--- src/rtl/spi_host_cmd.sv ---
`default_nettype none
// spi_host_cmd: sends a 32-bit SPI command header, waits for the target's ready
// strobe, then optionally reads one byte back. Rev 1.0
module spi_host_cmd #(
  parameter int SCLK_HALF     = 4,
  parameter int READY_TIMEOUT = 1024,
  parameter int CS_IDLE       = 4
) (
  input  logic        clk_sys_i,
  input  logic        reset_i,
  input  logic        cmd_valid_i,
  output logic        cmd_ready_o,
  input  logic        cmd_rw_ni,
  input  logic [16:0] cmd_addr_i,
  input  logic [7:0]  cmd_data_i,
  output logic        rsp_valid_o,
  output logic [7:0]  rsp_data_o,
  output logic        rsp_timeout_o,
  output logic        spi_sclk_o,
  output logic        spi_cs_no,
  output logic        spi_tx_o,
  input  logic        spi_rx_i,
  input  logic        spi_ready_ni
);

  localparam int WAIT_W = $clog2(READY_TIMEOUT + 1);
  localparam int GAP_W  = $clog2(CS_IDLE + 1);
  localparam logic [7:0]        HALF_LAST = 8'(SCLK_HALF - 1);
  localparam logic [WAIT_W-1:0] WAIT_LAST = WAIT_W'(READY_TIMEOUT - 1);
  localparam logic [GAP_W-1:0]  GAP_LAST  = GAP_W'(CS_IDLE - 1);

  typedef enum logic [2:0] {
    S_IDLE  = 3'd0,
    S_SETUP = 3'd1,
    S_HDR   = 3'd2,
    S_WAIT  = 3'd3,
    S_RD    = 3'd4,
    S_GAP   = 3'd5
  } state_t;

  state_t            state;
  logic [7:0]        half_cnt;
  logic [4:0]        bit_cnt;
  logic [WAIT_W-1:0] wait_cnt;
  logic [GAP_W-1:0]  gap_cnt;
  logic [31:0]       tx_shift;
  logic [7:0]        rx_shift;
  logic              rd_cmd;
  logic              rdy_meta;
  logic              rdy_sync;
  logic [31:0]       header;
  logic [4:0]        last_bit;

  assign header   = {cmd_rw_ni, 6'b0, cmd_addr_i[16], cmd_addr_i[15:0],
                     (cmd_rw_ni ? 8'h00 : cmd_data_i)};
  assign last_bit = (state == S_HDR) ? 5'd31 : 5'd7;

  always_ff @(posedge clk_sys_i) begin
    if (reset_i) begin
      state         <= S_IDLE;
      half_cnt      <= '0;
      bit_cnt       <= '0;
      wait_cnt      <= '0;
      gap_cnt       <= '0;
      tx_shift      <= '0;
      rx_shift      <= '0;
      rd_cmd        <= 1'b0;
      rdy_meta      <= 1'b1;
      rdy_sync      <= 1'b1;
      cmd_ready_o   <= 1'b1;
      rsp_valid_o   <= 1'b0;
      rsp_data_o    <= 8'h00;
      rsp_timeout_o <= 1'b0;
      spi_sclk_o    <= 1'b0;
      spi_cs_no     <= 1'b1;
      spi_tx_o      <= 1'b0;
    end else begin
      rdy_meta    <= spi_ready_ni;
      rdy_sync    <= rdy_meta;
      rsp_valid_o <= 1'b0;
      case (state)
        S_IDLE: begin
          if (cmd_valid_i && cmd_ready_o) begin
            state       <= S_SETUP;
            cmd_ready_o <= 1'b0;
            spi_cs_no   <= 1'b0;
            spi_tx_o    <= header[31];
            tx_shift    <= header;
            rd_cmd      <= cmd_rw_ni;
            half_cnt    <= '0;
            bit_cnt     <= '0;
          end
        end
        S_SETUP: begin
          if (half_cnt == HALF_LAST) begin
            half_cnt <= '0;
            state    <= S_HDR;
          end else begin
            half_cnt <= half_cnt + 8'd1;
          end
        end
        S_HDR, S_RD: begin
          if (half_cnt != HALF_LAST) begin
            half_cnt <= half_cnt + 8'd1;
          end else begin
            half_cnt <= '0;
            if (!spi_sclk_o) begin
              spi_sclk_o <= 1'b1;
              rx_shift   <= {rx_shift[6:0], spi_rx_i};
            end else begin
              spi_sclk_o <= 1'b0;
              if (bit_cnt != last_bit) begin
                // MOSI only moves here, at the start of a low half
                bit_cnt  <= bit_cnt + 5'd1;
                tx_shift <= {tx_shift[30:0], 1'b0};
                spi_tx_o <= tx_shift[30];
              end else if (state == S_HDR) begin
                bit_cnt  <= '0;
                tx_shift <= '0;
                spi_tx_o <= 1'b0;
                wait_cnt <= '0;
                state    <= S_WAIT;
              end else begin
                state         <= S_GAP;
                gap_cnt       <= '0;
                spi_cs_no     <= 1'b1;
                rsp_valid_o   <= 1'b1;
                rsp_timeout_o <= 1'b0;
                rsp_data_o    <= rx_shift;
              end
            end
          end
        end
        S_WAIT: begin
          if (!rdy_sync) begin
            if (rd_cmd) begin
              state    <= S_RD;
              half_cnt <= '0;
              bit_cnt  <= '0;
            end else begin
              state         <= S_GAP;
              gap_cnt       <= '0;
              spi_cs_no     <= 1'b1;
              rsp_valid_o   <= 1'b1;
              rsp_timeout_o <= 1'b0;
            end
          end else if (wait_cnt == WAIT_LAST) begin
            state         <= S_GAP;
            gap_cnt       <= '0;
            spi_cs_no     <= 1'b1;
            rsp_valid_o   <= 1'b1;
            rsp_timeout_o <= 1'b1;
          end else begin
            wait_cnt <= wait_cnt + WAIT_W'(1);
          end
        end
        S_GAP: begin
          if (gap_cnt == GAP_LAST) begin
            state       <= S_IDLE;
            cmd_ready_o <= 1'b1;
          end else begin
            gap_cnt <= gap_cnt + GAP_W'(1);
          end
        end
        default: state <= S_IDLE;
      endcase
    end
  end

endmodule
`default_nettype wire

--- config.mk ---
export PLATFORM = sky130hd
export DESIGN_NAME = spi_host_cmd
export DESIGN_NICKNAME = d
export VERILOG_FILES = /design/src/rtl/spi_host_cmd.sv
export SDC_FILE = /design/constraint.sdc
export NUM_CORES = 1
export LEC_CHECK = 0
export CAP_MARGIN = 5
export CORE_MARGIN = 1.5
export CORE_UTILIZATION = 46
export CTS_CLUSTER_DIAMETER = 30
export DETAILED_ROUTE_END_ITERATION = 10
export PLACE_DENSITY = 0.69
export SLEW_MARGIN = 0
export SYNTH_ARGS = -nofsm -noshare
export SYNTH_HDL_FRONTEND = slang
export SYNTH_SLANG_ARGS = --single-unit
--- constraint.sdc ---
create_clock -name clk_sys_i -period 2.5 [get_ports clk_sys_i]
set_input_delay 0.25 -clock clk_sys_i [delete_from_list [all_inputs] [get_ports clk_sys_i]]
set_output_delay 0.25 -clock clk_sys_i [all_outputs]
set_load 0.005 [all_outputs]
## Word level (Yosys, flattened, before mapping)

Cells that the tools add are included.

- Flip-flop bits (word level): 86

- Add/sub/neg operators: 4
- Equal/unequal tests: 26
- Multiplexer cells: 82
- Bitwise logic cells: 4
- Reductions and logical operators: 22

Operators with widths:

| operator | count |
|---|---|
| 2-to-1 mux 31 bit | 5 |
| 2-to-1 mux 11 bit | 6 |
| case mux 31 bit (2 select lines) | 1 |
| 2-to-1 mux 3 bit | 17 |
| 2-to-1 mux 8 bit | 6 |
| 2-to-1 mux 5 bit | 8 |
| case mux 8 bit (4 select lines) | 1 |
| 2-to-1 mux 1 bit | 29 |
| AND reduction 7 bit | 4 |
| inequality test 2 bit, second input constant | 13 |
| case mux 11 bit (2 select lines) | 1 |
| AND reduction 8 bit | 2 |
| case mux 3 bit (5 select lines) | 1 |
| case mux 5 bit (3 select lines) | 1 |
| adder 11 x 1 -> 11 bit, second input constant | 1 |
| equality test 11 x 10 -> 1 bit, second input constant | 1 |
| AND reduction 5 bit | 2 |
| equality test 3 x 2 -> 1 bit, second input constant | 3 |
| inequality test 3 bit, second input constant | 3 |
| case mux 3 bit (3 select lines) | 1 |
| adder 8 x 1 -> 8 bit, second input constant | 1 |
| equality test 8 x 2 -> 1 bit, second input constant | 1 |
| inequality test 8 x 2 -> 1 bit, second input constant | 1 |
| case mux 1 bit (2 select lines) | 4 |
| other kinds (16) | 25 |

## Logic depth before layout (Yosys ltp)

- Word-level depth: 7
- Depth in mapped cells: 8
- Depth with buffers taken out: 7

## Worst setup path after synthesis

Ideal clock, no wire load.

- Path kind: register -> register
- Start: reg half_cnt[0]
- End: reg wait_cnt[8]
- Library setup time: 0.135 ns
- Arrival: 1.998 ns
- Path slack: 0.367 ns
- Cell stages (with the launch flop): 9
- Path buffers: 2
- Period minus slack after synthesis: 2.133 ns
- Cells stage by stage: dfxtp_1 ha_1 nor4b_4 nand2_2 o31a_1 buf_2 buf_2 o311ai_0 o41ai_1

- Word-level cells in the longest chain between the ends: 3

Ends and longest elaborated chain:

| item | RTL line | source |
|---|---|---|
| from (decl) | 42 | `logic [7:0] half_cnt;` |
| from (signal assigned) | 99 | `half_cnt <= half_cnt + 8'd1;` |
| from (signal assigned) | 104 | `half_cnt <= half_cnt + 8'd1;` |
| inequality test 8 x 2 -> 1 bit | 103 | `if (half_cnt != HALF_LAST) begin` |
| inequality test 2 bit (no source line) | n/a |  |
| AND reduction 7 bit (no source line) | n/a |  |
| to (signal assigned) | 154 | `wait_cnt <= wait_cnt + WAIT_W'(1);` |
| to (decl) | 44 | `logic [WAIT_W-1:0] wait_cnt;` |

No other way between the ends.
A chain may end at the register's enable or synchronous reset.

## Final worst setup path

- Start: reg half_cnt[0]
- End: reg wait_cnt[6]

The elaborated chain is that of the path after synthesis.

==> results.txt <==
The flow ran to the end, and the final reports show no timing, DRC or antenna violations. Setup repair after global routing left no endpoint under its margin. Relative to the synthesized area, the layout overhead comes to 19.3%. The number of placed instances, taps included, is 641. The number of clock sinks seen by CTS is 86. The initial antenna violation count is 0. STA puts the critical path data arrival time at 2.60 ns. The count of flip-flops with a built-in enable after synthesis is 0.

At the end of routability-driven placement, the weighted congestion stood at 0.882. Measured along the y axis, the die boundary spans 99.7 um. The average cell area after synthesis came out at 8.67 um2. The number of global-route vias before repair is 3598. The dominant cell type by area after synthesis is dfxtp_1. The number of placement rows came out at 35. The top cell type's share of synthesized area came out at 0.401.

Counting flops with an async set or reset pin after synthesis yields a share of 0. The cell area after synthesis is 4300 um2. Once placement finished, the instance area stood at 4930 um2. The TritonCTS clock tree is done. The H-tree depth reported by CTS came out at 3. The core box area came out at 9150 um2. For this run, the top clock speed supported by timing is 425 MHz. The post-CTS setup buffer count is 0. The final critical path time including I/O delays and setup is 2.35 ns. The largest net degree at the start of global routing is 65.

For the final routed database, the setup TNS stands at 0 ns. The post-cts repair resize count came out at 0. The overall global routing resource usage is 0.207. The final count of negative-setup-slack endpoints is 0. The worst clock skew came out at 0.0120 ns. The flip-flop and latch count after synthesis is 86.

The parity-gate share of the synthesized area counting xor and xnor cells is 0.0183. The number of buffers added to fix hold violations after cts came out at 0. The relative max-transition margin came out at 0.503.

Summing all flip-flop and latch instances after layout gives 1720 um2. The clock reaches the later pin of the worst-skew pair after 0.35 ns. The simple-gate portion of the synthesized area came out at 0.239. Among all flip-flop cells after synthesis, the most frequent one is dfxtp_1.

The worst setup path is of the reg -> reg kind. The maximum resistive drop on vdd came out at 0.574 mV. In this run the clock root is driven by a clkbuf_8. For this design the static power due to leakage is 1.78 nW. For this run, the number of standard cells in the final layout without fillers is 657. The power per unit of standard cell area is 888 nW/um2. The post-layout total power came out at 4.55 mW. The routed via count divided by cell count came out at 5.85. The worst path required time is 2.75 ns. The share of total power dissipated in combinational logic is 0.407. The instance count of the mapped netlist is 496. The number of hold violations in the final report came out at 0. The mux cell area share after synthesis is 0.0617. The yosys synthesis warning count is 0. The via count is 3843. The actual transition at the worst max-transition pin came out at 0.741 ns. In the post-synthesis netlist, the biggest area contributors are dfxtp_1, mux2i_1, nor2_1, a211oi_1, nand2_1. 0 antenna diodes ended up in the layout. The HPWL after detailed placement came out at 6.76 mm. The horizontal die dimension came out at 99.7 um. The type of the most critical hold path is in -> reg.

The remaining number of nets flagged by the antenna check after routing is 0. The register area share after synthesis is 0.401. The wire length per cell after detailed routing is 15.0 um. The type of origin of the critical path is a flop. The multi-input gate area in the final layout came out at 2410 um2. The number of buffers on the longest clock path came out at 2. In this run, CTS created clock tree buffers numbering 9. The maximum fanout count along the critical path is 20.

The number of search-and-repair iterations in the first detailed-routing pass is 4. The worst-case hold slack came out at 0.317 ns. The worst setup path is captured at a flop. The overflow left after global routing is 0.

The main combinational cell family by area after synthesis is simple AND/OR/NAND/NOR gates. The starting density of the core is 0.470. With fillers left out, the area of the finished cells amounts to 5130 um2. The period utilization came out at 0.942.

The first-pass GRT wire length came out at 16.8 mm. The count of boundary I/O pins came out at 45. The final max-slew violation count is 0. The share of synthesized cell area in full adder, half adder and majority cells came out at 0.0146. The most common library cell in the layout ignoring fill and taps is dfxtp_1. The distinct cell type count of the synthesized netlist is 66.

After clock tree synthesis, the clock-pin slew on the worst setup and hold paths is 0.10 ns. Summed over all nets, the switching power comes to 1.78 mW. The compound-cell area share of the yosys netlist came to 0.226. Input and output buffers added on the ports amount to 44. The count of routing violations after the opening detailed-route iteration is 274. The fraction of final layout cells sized beyond drive strength 1 is 0.104. The final layout contains 577 nets. Of the total power, registers draw 0.388. The clock share of power is 0.205. The number of maximum-capacitance constraint violations came out at 0. The DRC violations left is 0. After detailed routing, the total wire length is 9.84 mm. The cell-internal power is 2.77 mW.

Of the total power, the share spent switching nets is 0.391. The floorplan die area is 9930 um2. In the layout the commonest cells are dfxtp_1, nor2_1, clkdlybuf4s50_1.

The post-synth net total came out at 532. The final-layout fill cell count is 860.
==> area by class of cell <==
type,count,share of cell area
Tap cell,111,0.0271
Inverter,5,0.00366
Timing Repair Buffer,70,0.125
Clock inverter,6,0.0107
Multi-Input combinational cell,369,0.470
Sequential cell,86,0.336
Clock buffer,10,0.0268
==> sequential cells by signal (all words and copies together), names as in the netlist, 3 cells and up <==
register	flops
rx_shift	8
half_cnt	8
gap_cnt	3
tx_shift	31
state	3
rsp_data_o	8
wait_cnt	11
bit_cnt	5
==> worst paths after layout <==
check	from	slack, ns	depth (start not counted)	endpoint
setup / recovery	half_cnt[0]	0.15	6	wait_cnt[6]
hold / removal	reset_i	0.32	2	tx_shift[26]
setup reg to reg	half_cnt[0]	0.15	6	wait_cnt[6]
hold reg to reg	rdy_meta	0.41	1	rdy_sync
==> worst max-delay path: stages, from the launching register on <==
cell	delay (ns)
dfxtp_1	0.38
ha_1	0.21
nor4b_4	0.30
nand2_2	0.09
o31a_1	0.55
or4b_1	0.60
mux2i_1	0.13
==> cells by family (layout without fill, tap and decap cells) <==
kind of cell	count (synthesis)	in the layout
fa+ha+maj	5	5
buf+inv	41	91
flops	86	86
compound gates	129	129
xor+xnor	9	9
simple gates	200	200
mux	26	26
==> per-layer routing <==
metal,global-route usage,vias to the layer above,part of all wire
li1,-,1936,-
met1,0.278,1815,0.47
met2,0.326,77,0.47
met3,0.0394,15,0.041
met4,0.0888,0,0.016
met5,0,-,0
==> metrics by stage <==
step | worst slack (ns) | utilization
after floorplan | 0.367 | -
after global placement | 0.228 | 0.539
after detailed placement | 0.161 | 0.539
after CTS | 0.147 | 0.560
after global routing | 0.0367 | 0.560
final | 0.145 | 0.560
==> power groups by stage <==
stage | clock (mW) | combinational [mW] | sequential, mW
CTS | 0.961 | 1.84 | 1.77
detailed placement | 0 | 1.83 | 1.80
floorplan | 0 | 1.31 | 1.76
global route | 1.02 | 2.07 | 1.79
finish | 0.934 | 1.85 | 1.77
global placement | 0 | 1.79 | 1.78
==> cells in the mapped netlist, drive strengths merged (3+ instances only) <==
cell     count
mux2i       25
a22oi        8
o2111ai      6
clkbuf      25
nand3b       3
and2         4
nor4         6
nand3       24
o31ai        7
a31oi        4
buf         11
nand2       41
a2bb2oi     17
a2111oi      3
a211oi      26
a21oi       24
dfxtp       86
nand2b      17
ha           5
o21ai        8
o41ai        3
o31a         3
or2          3
inv          3
nor2        65
xor2         7
nor4b        4
nor3        11
nor3b        3
o311ai       6
Power figures use the tool's default switching activity.
